## src/rtl/hline_move_ctrl.sv

```systemverilog
// Sequencer for the horizontal-line position counter: emits UP/DW/LD pulses so the
// line bounces between its terminal positions at a frame-paced speed.
module hline_move_ctrl #(
  parameter logic [15:0] START_POS    = 16'd18,
  parameter int unsigned DWELL_FRAMES = 4,
  parameter int unsigned DIV_W        = 3
) (
  input  logic             clk,
  input  logic             reset,
  input  logic             frame_tick,
  input  logic             enable,
  input  logic             restart,
  input  logic [DIV_W-1:0] speed,
  input  logic [2:0]       step_px,
  input  logic             at_max,
  input  logic             at_min,
  output logic             UP,
  output logic             DW,
  output logic             LD,
  output logic [15:0]      load_val,
  output logic             dir,
  output logic             moving
);

  localparam logic [2:0] S_LOAD  = 3'd0;
  localparam logic [2:0] S_WAIT  = 3'd1;
  localparam logic [2:0] S_BURST = 3'd2;
  localparam logic [2:0] S_GAP   = 3'd3;
  localparam logic [2:0] S_DWELL = 3'd4;

  localparam int unsigned DWC_W = (DWELL_FRAMES > 1) ? $clog2(DWELL_FRAMES) : 1;
  localparam logic [DWC_W-1:0] DWELL_LAST =
    (DWELL_FRAMES == 0) ? '0 : DWC_W'(DWELL_FRAMES - 1);

  logic [2:0]       state_q, state_d;
  logic [DIV_W-1:0] div_q, div_d;
  logic [2:0]       cnt_q, cnt_d;
  logic [DWC_W-1:0] dwell_q, dwell_d;
  logic             dir_q, dir_d;
  logic             up_q, up_d;
  logic             dw_q, dw_d;
  logic             ld_q, ld_d;
  logic             moving_q, moving_d;
  logic [15:0]      load_val_q, load_val_d;

  logic       limit;
  logic       issue;
  logic       hit;
  logic [2:0] burst_len;

  always_comb begin
    state_d    = state_q;
    div_d      = div_q;
    cnt_d      = cnt_q;
    dwell_d    = dwell_q;
    dir_d      = dir_q;
    up_d       = 1'b0;
    dw_d       = 1'b0;
    ld_d       = 1'b0;
    load_val_d = START_POS;
    issue      = 1'b0;
    hit        = 1'b0;
    limit      = dir_q ? at_min : at_max;
    burst_len  = (step_px == 3'd0) ? 3'd1 : step_px;

    case (state_q)
      // ld_q distinguishes the post-reset entry (pulse still owed) from a restart entry.
      S_LOAD: begin
        if (!ld_q) begin
          ld_d  = 1'b1;
          dir_d = 1'b0;
        end else begin
          state_d = S_WAIT;
        end
      end
      S_WAIT: begin
        if (enable && frame_tick) begin
          if (div_q == speed) begin
            div_d = '0;
            cnt_d = burst_len;
            if (limit) hit = 1'b1;
            else       issue = 1'b1;
          end else begin
            div_d = div_q + DIV_W'(1);
          end
        end
      end
      S_BURST: state_d = enable ? S_GAP : S_WAIT;
      S_GAP: begin
        if (limit)                         hit = 1'b1;
        else if (!enable || cnt_q == 3'd0) state_d = S_WAIT;
        else                               issue = 1'b1;
      end
      S_DWELL: begin
        if (enable && frame_tick) begin
          if (dwell_q == DWELL_LAST) begin
            dwell_d = '0;
            state_d = S_WAIT;
          end else begin
            dwell_d = dwell_q + DWC_W'(1);
          end
        end
      end
      default: state_d = S_LOAD;
    endcase

    if (issue) begin
      state_d = S_BURST;
      cnt_d   = cnt_d - 3'd1;
      up_d    = ~dir_q;
      dw_d    = dir_q;
    end

    // Terminal reached: reverse and drop whatever is left of the burst.
    if (hit) begin
      dir_d   = ~dir_q;
      cnt_d   = '0;
      dwell_d = '0;
      state_d = (DWELL_FRAMES == 0) ? S_WAIT : S_DWELL;
    end

    if (restart && state_q != S_LOAD) begin
      state_d = S_LOAD;
      ld_d    = 1'b1;
      dir_d   = 1'b0;
      div_d   = '0;
      cnt_d   = '0;
      dwell_d = '0;
      up_d    = 1'b0;
      dw_d    = 1'b0;
    end

    moving_d = (state_d == S_BURST) || (state_d == S_GAP);
  end

  always_ff @(posedge clk or negedge reset) begin
    if (!reset) begin
      state_q    <= S_LOAD;
      div_q      <= '0;
      cnt_q      <= '0;
      dwell_q    <= '0;
      dir_q      <= 1'b0;
      up_q       <= 1'b0;
      dw_q       <= 1'b0;
      ld_q       <= 1'b0;
      moving_q   <= 1'b0;
      load_val_q <= START_POS;
    end else begin
      state_q    <= state_d;
      div_q      <= div_d;
      cnt_q      <= cnt_d;
      dwell_q    <= dwell_d;
      dir_q      <= dir_d;
      up_q       <= up_d;
      dw_q       <= dw_d;
      ld_q       <= ld_d;
      moving_q   <= moving_d;
      load_val_q <= load_val_d;
    end
  end

  assign UP       = up_q;
  assign DW       = dw_q;
  assign LD       = ld_q;
  assign load_val = load_val_q;
  assign dir      = dir_q;
  assign moving   = moving_q;

endmodule

```

## config.mk

```make
export PLATFORM = sky130hd
export DESIGN_NAME = hline_move_ctrl
export DESIGN_NICKNAME = d
export VERILOG_FILES = /design/src/rtl/hline_move_ctrl.sv
export SDC_FILE = /design/constraint.sdc
export NUM_CORES = 1
export LEC_CHECK = 0
export CORE_MARGIN = 1.5
export CORE_UTILIZATION = 45
export CTS_BUF_LIST = sky130_fd_sc_hd__clkbuf_8
export DETAILED_ROUTE_END_ITERATION = 12
export GPL_ROUTABILITY_DRIVEN = 0
export PLACE_DENSITY = 0.78
export SYNTH_ARGS = -nofsm -noshare
export SYNTH_HDL_FRONTEND = slang
export SYNTH_SLANG_ARGS = --single-unit
```

## constraint.sdc

```tcl
create_clock -name clk -period 2.8 [get_ports clk]
set_clock_uncertainty 0.15 [all_clocks]
set_input_delay 0.56 -clock clk [delete_from_list [all_inputs] [get_ports clk]]
set_output_delay 0.56 -clock clk [all_outputs]
set_load 0.01 [all_outputs]
```

* Yosys cells after proc, flatten, opt, wreduce, memory -nomap -nowiden
Index checks and enable logic that the tools add are counted.
Operators by class: $add $sub $neg 3, equality and inequality tests 9, mux-type cells 48, bitwise gates (word level) 1, reduce and logical (&&, ||, !) cells 17
Operator list (number):
- $mux 3 | 19
- $mux 1 | 20
- $pmux 3 s5 | 1
- $eq 3x2->1 const B | 4
- $mux 2 | 6
- $reduce_bool 3->1 | 4
- $logic_not 3->1 | 3
- $reduce_and 2->1 | 3
- $pmux 1 s2 | 2
- $reduce_bool 2->1 | 2
- $add 3x1->3 const B | 1
- $eq 3x1->1 const B | 1
- $eq 3x3->1 | 1
- $eq 3x3->1 const B | 1
- $ne 3x1->1 const B | 1
- $sub 3x1->3 const B | 1
- $add 2x1->2 const B | 1
- $eq 2x2->1 const B | 1
- $logic_and 1x1->1 | 2
- $logic_or 1x1->1 | 2
- $logic_not 1->1 | 1
- $not 1->1 | 1
Storage, ports and cells: register bits 16, input port bits 13, logic and storage cells 87

* Depth between registers and ports, before layout
Gate-level depths: netlist of run 1.
depth after elaboration 10, gate-level depth with buffers 10, depth with buffers taken out 9

* Least setup slack after synthesis of run 1
OpenSTA, ideal clock, no wires.
kind in2reg, from input speed[1], to register cnt_q[2], setup time 0.119 ns, arrival time 2.084 ns, path slack 0.447 ns, stages 9, path buffers 0, cell sequence xnor2_1 nand3_1 nor2_4 mux2i_1 ha_1 nand2_1 nor3_1 xor2_1 o21a_1
Between the ends: cells in the longest elaborated chain, start to end 8, elaborated cells between the ends (all ways) 14
RTL lines:
- start, declared | line 13 | input logic [DIV_W-1:0] speed,
- $eq 3x3->1 (*) | line 78 | if (div_q == speed) begin
- $mux 3 | line 78
- $mux 3 | line 77 | if (enable && frame_tick) begin
- $mux 3 | line 66 | case (state_q)
- $sub 3x1->3 | line 109 | cnt_d = cnt_d - 3'd1;
- $mux 3 | line 107 | if (issue) begin
- $mux 3 (*) | line 115 | if (hit) begin
- $mux 3 (*) | line 122 | if (restart && state_q != S_LOAD) begin
- via cnt_d[2] | line 37 | logic [2:0] cnt_q, cnt_d;
- end signal, assigned | line 151 | cnt_q <= cnt_d;
- end, declared | line 37
The timed path passes the listed nets; every way through them passes the cells marked *. A chain may end at the register's enable or synchronous reset.

* Worst setup path in the final report of run 1
Same ends and word-level chain as after synthesis.

==> results.py, run 1 <==
metrics = {
    "outcome": {
        "status": "complete, no violations",
    },
    "cts": {
        "post_cts_buffers": 0,
        "htree_levels": 1,
        "clk_latency_ns": 0.25,
        "post_cts_resize_count": 0,
        "cts_made_buffers": 3,
        "cts_tree": "built",
        "cts_root_buf": "clkbuf_8",
        "cts_hold_buf": 0,
        "cts_sinks": 16,
        "clk_path_buf_depth": 2,
        "clk_pin_slew_ns": 0.07,
    },
    "synthesis": {
        "synth_seq_cells": 16,
        "synthXorXnorAreaFrac_pct": 4.028,
        "synthMuxAreaShare_pct": 7.250,
        "synth_compound_area_share_pct": 14.96,
        "ys_warn_count": 0,
        "ys_types": 36,
        "synth_cells": 113,
        "synthAdderAreaFrac_pct": 3.452,
        "synth_area_leaders": "dfrtp_1, buf_4, mux2i_1",
        "synth_top_family_by_area": "simple AND/OR/NAND/NOR gates",
        "ys_seq_area_share_pct": 36.82,
        "synth_top_area_share_pct": 36.82,
        "synth-edff-count": 0,
        "syn_area_um2": 1087,
        "synthTopCellsByCount": "buf_4, dfrtp_1, nor2_1, a21oi_1, nand3_1",
        "async_flop_share_pct": 100.0,
        "synth_area_per_cell_um2": 9.622,
        "yosysTopAreaCell": "dfrtp_1",
        "synthSimpleGateAreaFrac_pct": 19.22,
        "synth_top_flop_cell": "dfrtp_1",
    },
    "power_and_ir_drop": {
        "switchingPower_mw": 0.2915,
        "p_per_area_nw_per_um2": 626.4,
        "ir_worst_vdd_uv": 366.0,
        "pwr-share-comb_pct": 36.3,
        "switching_share_pct": 35.32,
        "seq_power_share_pct": 38.6,
        "p_leak_nw": 0.6209,
        "clkPwrFrac_pct": 25.1,
        "intPower_mw": 0.5338,
    },
    "final_layout": {
        "finalNonFillerCells": 164,
        "multi_input_area_um2": 600.6,
        "fill_cells": 201,
        "finalNetCount": 153,
        "seqCellArea_um2": 400.4,
        "drive_gt1_share_pct": 14.71,
        "antennaDiodeCount": 0,
        "areaGrowthSynthToFinish_pct": 21.17,
        "final_area_um2": 1318,
    },
    "grt": {
        "grt_max_degree": 17,
        "grt_use_total_pct": 18.41,
        "antenna_found_initial": 0,
        "grt_pass1_wl_um": 3601,
        "grt_pass1_vias": 776,
        "grt_overflow": 0,
    },
    "drt": {
        "postRouteAntennaNets": 0,
        "vias": 868,
        "drc_errors": 0,
        "wire_per_inst_um": 13.30,
        "vias_per_cell": 5.293,
        "totalWireLength_um": 2182,
        "drt-pass1-iter-count": 4,
        "drt_iter0_drc": 28,
    },
    "worst_setup_path": {
        "critPathArrivalTime_ns": 2.60,
        "critPathMaxFanout": 5,
        "start_kind": "primary input",
        "endpoint_kind": "flip-flop",
        "r2r_setup_slack_ns": 0.48,
        "critical_path_class": "primary input to flip-flop",
        "worstPathRequired_ns": 2.80,
    },
    "placement": {
        "dp_slack_ns": -0.03835,
        "post-place-cells": 160,
        "post_dp_cell_area_um2": 1254,
        "port_buffers": 17,
        "dpl.hpwl_um": 1667,
    },
    "min_path": {
        "hold_path.class": "flip-flop to flip-flop",
    },
    "sta": {
        "rsz0062_at_grt": "no",
        "tns_ns": 0,
        "period_needed_ns": 2.604,
        "timing.final.crit_share_pct": 93.02,
        "timing.fmax_ghz": 0.3840,
        "slew_headroom_pct": 50.50,
        "finalHoldViolCount": 0,
        "drv_slew": 0,
        "tightest_slew_ns": 0.7402,
        "setup_viol": 0,
        "worst_slack_ns": 0.1956,
    },
    "die": {
        "start_util_pct": 48.22,
        "die_h_um": 52.16,
        "die_area_um2": 2720,
        "core_um2": 2255,
        "num_rows": 17,
        "die_w_um": 52.16,
        "io_pins": 34,
    },
    "run": {
        "max_cap_viol_count": 0,
    },
}
placed cells by master, fill, tap and decap left out, types with 3 or more instances in the layout:
cell / netlist / final
dfrtp_1: 16 / 16
clkdlybuf4s50_1: 0 / 17
nand2_1: 6 / 6
nor3_1: 4 / 3
nand3_1: 7 / 7
a21oi_1: 7 / 7
o31ai_1: 3 / 3
xnor2_1: 3 / 3
conb_1: 2 / 16
clkbuf_8: 0 / 4
nor2_1: 12 / 12
ha_1: 3 / 3
buf_4: 16 / 6
mux2i_1: 5 / 4
inv_1: 3 / 3
registers in the layout, summed over array words and instances (netlist names):
register  cells
dir           1
state_q       3
DW            1
moving        1
div_q         3
dwell_q       2
cnt_q         3
UP            1
LD            1
area by class of cell:
cell class                      count  share of cell area (%)
Inverter                            3                  0.8547
Sequential cell                    16                   30.39
Clock buffer                        4                   4.179
Tap cell                           28                   2.659
Timing Repair Buffer               23                   16.33
Multi-Input combinational cell     90                   45.58
routing by layer:
| layer | vias to the layer above | GRT usage, % | share of wire (%) |
|---|---|---|---|
| li1 | 413 | - | - |
| met1 | 414 | 22.81 | 44 |
| met2 | 36 | 30.80 | 48 |
| met3 | 5 | 3.448 | 6.3 |
| met4 | 0 | 8.547 | 1.6 |
| met5 | - | 0 | 0 |
power groups by stage:
stage               Sequential [mW]  Clock [mW]  Combinational, mW
finish                        0.319       0.207              0.300
global route                  0.327       0.222              0.330
CTS                           0.319       0.210              0.296
detailed placement            0.322           0              0.292
global placement              0.319           0              0.281
floorplan                     0.303           0              0.231
path summary, 6_finish.rpt:
check,start,to,cells past startpoint
setup / recovery,speed[1],cnt_q[2],10
hold / removal,dwell_q[1],dwell_q[1],2
setup reg to reg,state_q[1],cnt_q[2],9
hold reg to reg,dwell_q[1],dwell_q[1],2
max in group asynchronous,reset,moving,1
min in group asynchronous,reset,cnt_q[0],1
kinds of logic after synthesis:
group / after synthesis
simple gates: 39
buf+inv: 21
compound gates: 20
flops: 16
mux: 7
xor+xnor: 5
fa+ha+maj: 3
other cells: 2
per-stage QoR:
stage / hold WS, ns / power, mW / util, %
final: 0.3834 / 0.8253 / 58.44
after global routing: 0.4182 / 0.8789 / 58.44
after CTS: 0.3905 / 0.8250 / 58.05
after detailed placement: 0.3766 / 0.6141 / 55.60
after global placement: 0.3623 / 0.5999 / 55.60
after floorplan: 0.1144 / 0.5336 / -
critical path, cell delays in order:
cell and delay (ns):
clkdlybuf4s50_1 0.42, xnor2_1 0.20, nand3_1 0.17, nor2_4 0.22, mux2i_2 0.28, ha_1 0.18, nand2_1 0.10, nor3_2 0.18
xor2_1 0.09, o21a_1 0.18
(Power assumes the default switching activity.)
==> inputs of run 2 (changes only) <==
--- a/config.mk
+++ b/config.mk
@@ -5,11 +5,12 @@
 export SDC_FILE = /design/constraint.sdc
 export NUM_CORES = 1
 export LEC_CHECK = 0
-export CORE_MARGIN = 1.5
+export ABC_CLOCK_PERIOD_IN_PS = 2800
 export CORE_UTILIZATION = 45
 export CTS_BUF_LIST = sky130_fd_sc_hd__clkbuf_8
 export DETAILED_ROUTE_END_ITERATION = 12
 export GPL_ROUTABILITY_DRIVEN = 0
+export GPL_TIMING_DRIVEN = 0
 export PLACE_DENSITY = 0.78
 export SYNTH_ARGS = -nofsm -noshare
 export SYNTH_HDL_FRONTEND = slang
==> run 2 against run 1 <==
Combinational power grew 12%. Register-to-register slack lost 0.09 ns. Sequential share of layout area shrank 2.4 points. Sequential power shrank 5%. Sequential cell count is the same. Via count grew 2.4%. Final area grew 8.5%. Core utilization grew 4.9 points.
==> results.py, run 2 (synthesis results as in run 1) <==
metrics = {
    "die": {
        "die_w_um": 51.16,
        "die_h_um": 51.16,
        "start_util_pct": 48.22,
        "num_rows": 17,
        "io_pins": 34,
        "core_um2": 2255,
        "die_area_um2": 2617,
    },
    "power_and_ir_drop": {
        "p_leak_nw": 0.7068,
        "switchingPower_mw": 0.2871,
        "switching_share_pct": 35.38,
        "clkPwrFrac_pct": 21.2,
        "ir_worst_vdd_uv": 444.5,
        "seq_power_share_pct": 37.3,
        "p_per_area_nw_per_um2": 567.9,
        "intPower_mw": 0.5243,
        "pwr-share-comb_pct": 41.5,
    },
    "worst_setup_path": {
        "start_kind": "primary input",
        "cp_num_buf_inv": 1,
        "critical_path_class": "primary input to flip-flop",
        "critPathArrivalTime_ns": 2.65,
        "endpoint_kind": "flip-flop",
        "path_delay_family": "simple AND/OR/NAND/NOR gates",
        "critPathMaxFanout": 6,
        "critPathMaxStageDelay_ns": 0.41,
        "worstPathRequired_ns": 2.79,
        "crit_slowest_cell": "clkdlybuf4s50_1",
        "path_cells": "clkdlybuf4s50_1 -> xnor2_1 -> nand3_2 -> nor2_4 -> mux2i_2 -> ha_1 -> nand2_1 -> nor3_2 -> xor2_1 -> o21a_1",
    },
    "final_layout": {
        "reg_top3": "cnt_q (3), div_q (3), state_q (3)",
        "drive_gt1_share_pct": 24.00,
        "finalNetCount": 168,
        "final_cell_mix": "buf_4, dfrtp_1, conb_1, clkdlybuf4s50_1, nor2_1",
        "post-route-util_pct": 63.37,
        "antennaDiodeCount": 0,
        "finalNonFillerCells": 178,
        "areaGrowthSynthToFinish_pct": 31.42,
        "final_common_cell": "buf_4",
    },
    "sta": {
        "slew_headroom_pct": 49.75,
        "finalHoldViolCount": 0,
        "tightest_slew_ns": 0.7515,
        "timing.final.crit_share_pct": 95.11,
        "period_needed_ns": 2.663,
        "timing.fmax_ghz": 0.3755,
        "rsz0062_at_grt": "no",
        "setup_viol": 0,
        "drv_slew": 0,
        "worst_slack_ns": 0.1369,
    },
    "cts": {
        "htree_levels": 1,
        "clk_pin_slew_ns": 0.06,
        "cts_root_buf": "clkbuf_8",
        "cts_made_buffers": 3,
        "cts_sinks": 16,
        "cts_hold_buf": 0,
        "clk_latency_ns": 0.25,
        "cts_tree": "built",
        "clk_path_buf_depth": 2,
    },
    "placement": {
        "dpl.hpwl_um": 1582,
        "dp_slack_ns": -0.2238,
        "port_buffers": 17,
        "post-place-cells": 172,
    },
    "drt": {
        "totalWireLength_um": 2175,
        "drt_iter0_drc": 8,
        "wire_per_inst_um": 12.22,
        "vias_per_cell": 4.994,
        "drt-pass1-iter-count": 4,
        "drc_errors": 0,
        "postRouteAntennaNets": 0,
        "vias": 889,
    },
    "grt": {
        "grt_pass1_vias": 783,
        "grt_max_degree": 17,
        "grt_overflow": 0,
        "grt_use_total_pct": 17.53,
        "antenna_found_initial": 0,
        "grt_pass1_wl_um": 3443,
    },
    "run": {
        "max_cap_viol_count": 0,
    },
    "outcome": {
        "status": "complete, no violations",
    },
    "min_path": {
        "hold_path.class": "flip-flop to flip-flop",
    },
}
[run 2: cell types whose count changed in the layout (fill, tap and decap cells not counted)]
| cell | change |
|---|---|
| mux2i_2 | +1 |
| nand3_2 | +1 |
| buf_2 | +1 |
| dlymetal6s2s_1 | +1 |
| clkbuf_8 | -1 |
| buf_4 | +13 |
| clkdlybuf4s50_1 | -1 |
| mux2i_1 | -1 |
| nand3_1 | -1 |
| buf_6 | +1 |
[run 2: repair_timing]
action | 4_1_cts | 5_1_grt
setup endpoints to repair | 0 | 2
resized for setup | 0 | 5
setup buffers | 0 | 3
[run 2: layout make-up]
type                            instances  area (µm²)
Fill cell                             208       825.8
Multi-Input combinational cell         90       609.3
Sequential cell                        16       400.4
Timing Repair Buffer                   20       195.2
Buffer                                 18       136.4
Clock buffer                            3       41.29
Tap cell                               28       35.03
Inverter                                3       11.26
[run 2: path summary, 6_finish.rpt]
| path | slack, ns | end | cells after the start | start |
|---|---|---|---|---|
| max in group asynchronous | 1.42 | div_q[0] | 1 | reset |
| min | 0.39 | dwell_q[1] | 2 | dwell_q[1] |
| min in group asynchronous | 0.60 | cnt_q[0] | 1 | reset |
| max reg2reg | 0.39 | cnt_q[2] | 9 | state_q[1] |
| min reg2reg | 0.39 | dwell_q[1] | 2 | dwell_q[1] |
| max | 0.14 | cnt_q[2] | 10 | speed[2] |
[run 2: power groups by stage]
stage | sequential [mW] | clock, mW | combinational [mW]
floorplan | 0.303 | 0 | 0.231
global placement | 0.302 | 0 | 0.309
detailed placement | 0.305 | 0 | 0.314
CTS | 0.301 | 0.176 | 0.315
global route | 0.307 | 0.183 | 0.369
finish | 0.303 | 0.172 | 0.337
[run 2: per-layer routing]
layer,global-route usage [%],routed length (µm),up-vias
met5,0,0,-
met2,30.48,1113,38
met3,2.083,128,2
met1,21.89,914,408
li1,-,-,441
met4,6.944,19,0
[run 2: worst reg2reg max path, cell delays in order, from the launching register on]
cell	delay, ns
dfrtp_1	0.47
nand4b_1	0.24
nand2b_4	0.20
nor2_4	0.23
mux2i_2	0.29
ha_1	0.18
nand2_1	0.08
nor3_2	0.18
xor2_1	0.10
o21a_1	0.18
[run 2: stage by stage]
stage	hold slack (ns)	setup TNS, ns	instance area, µm²	power, mW
after floorplan	0.1144	0	1140	0.5336
after global routing	0.4347	0	1429	0.8590
after detailed placement	0.3883	-0.2905	1345	0.6185
final	0.3877	0	1429	0.8114
after CTS	0.4021	0	1386	0.7916
after global placement	0.3598	-0.1570	1345	0.6107
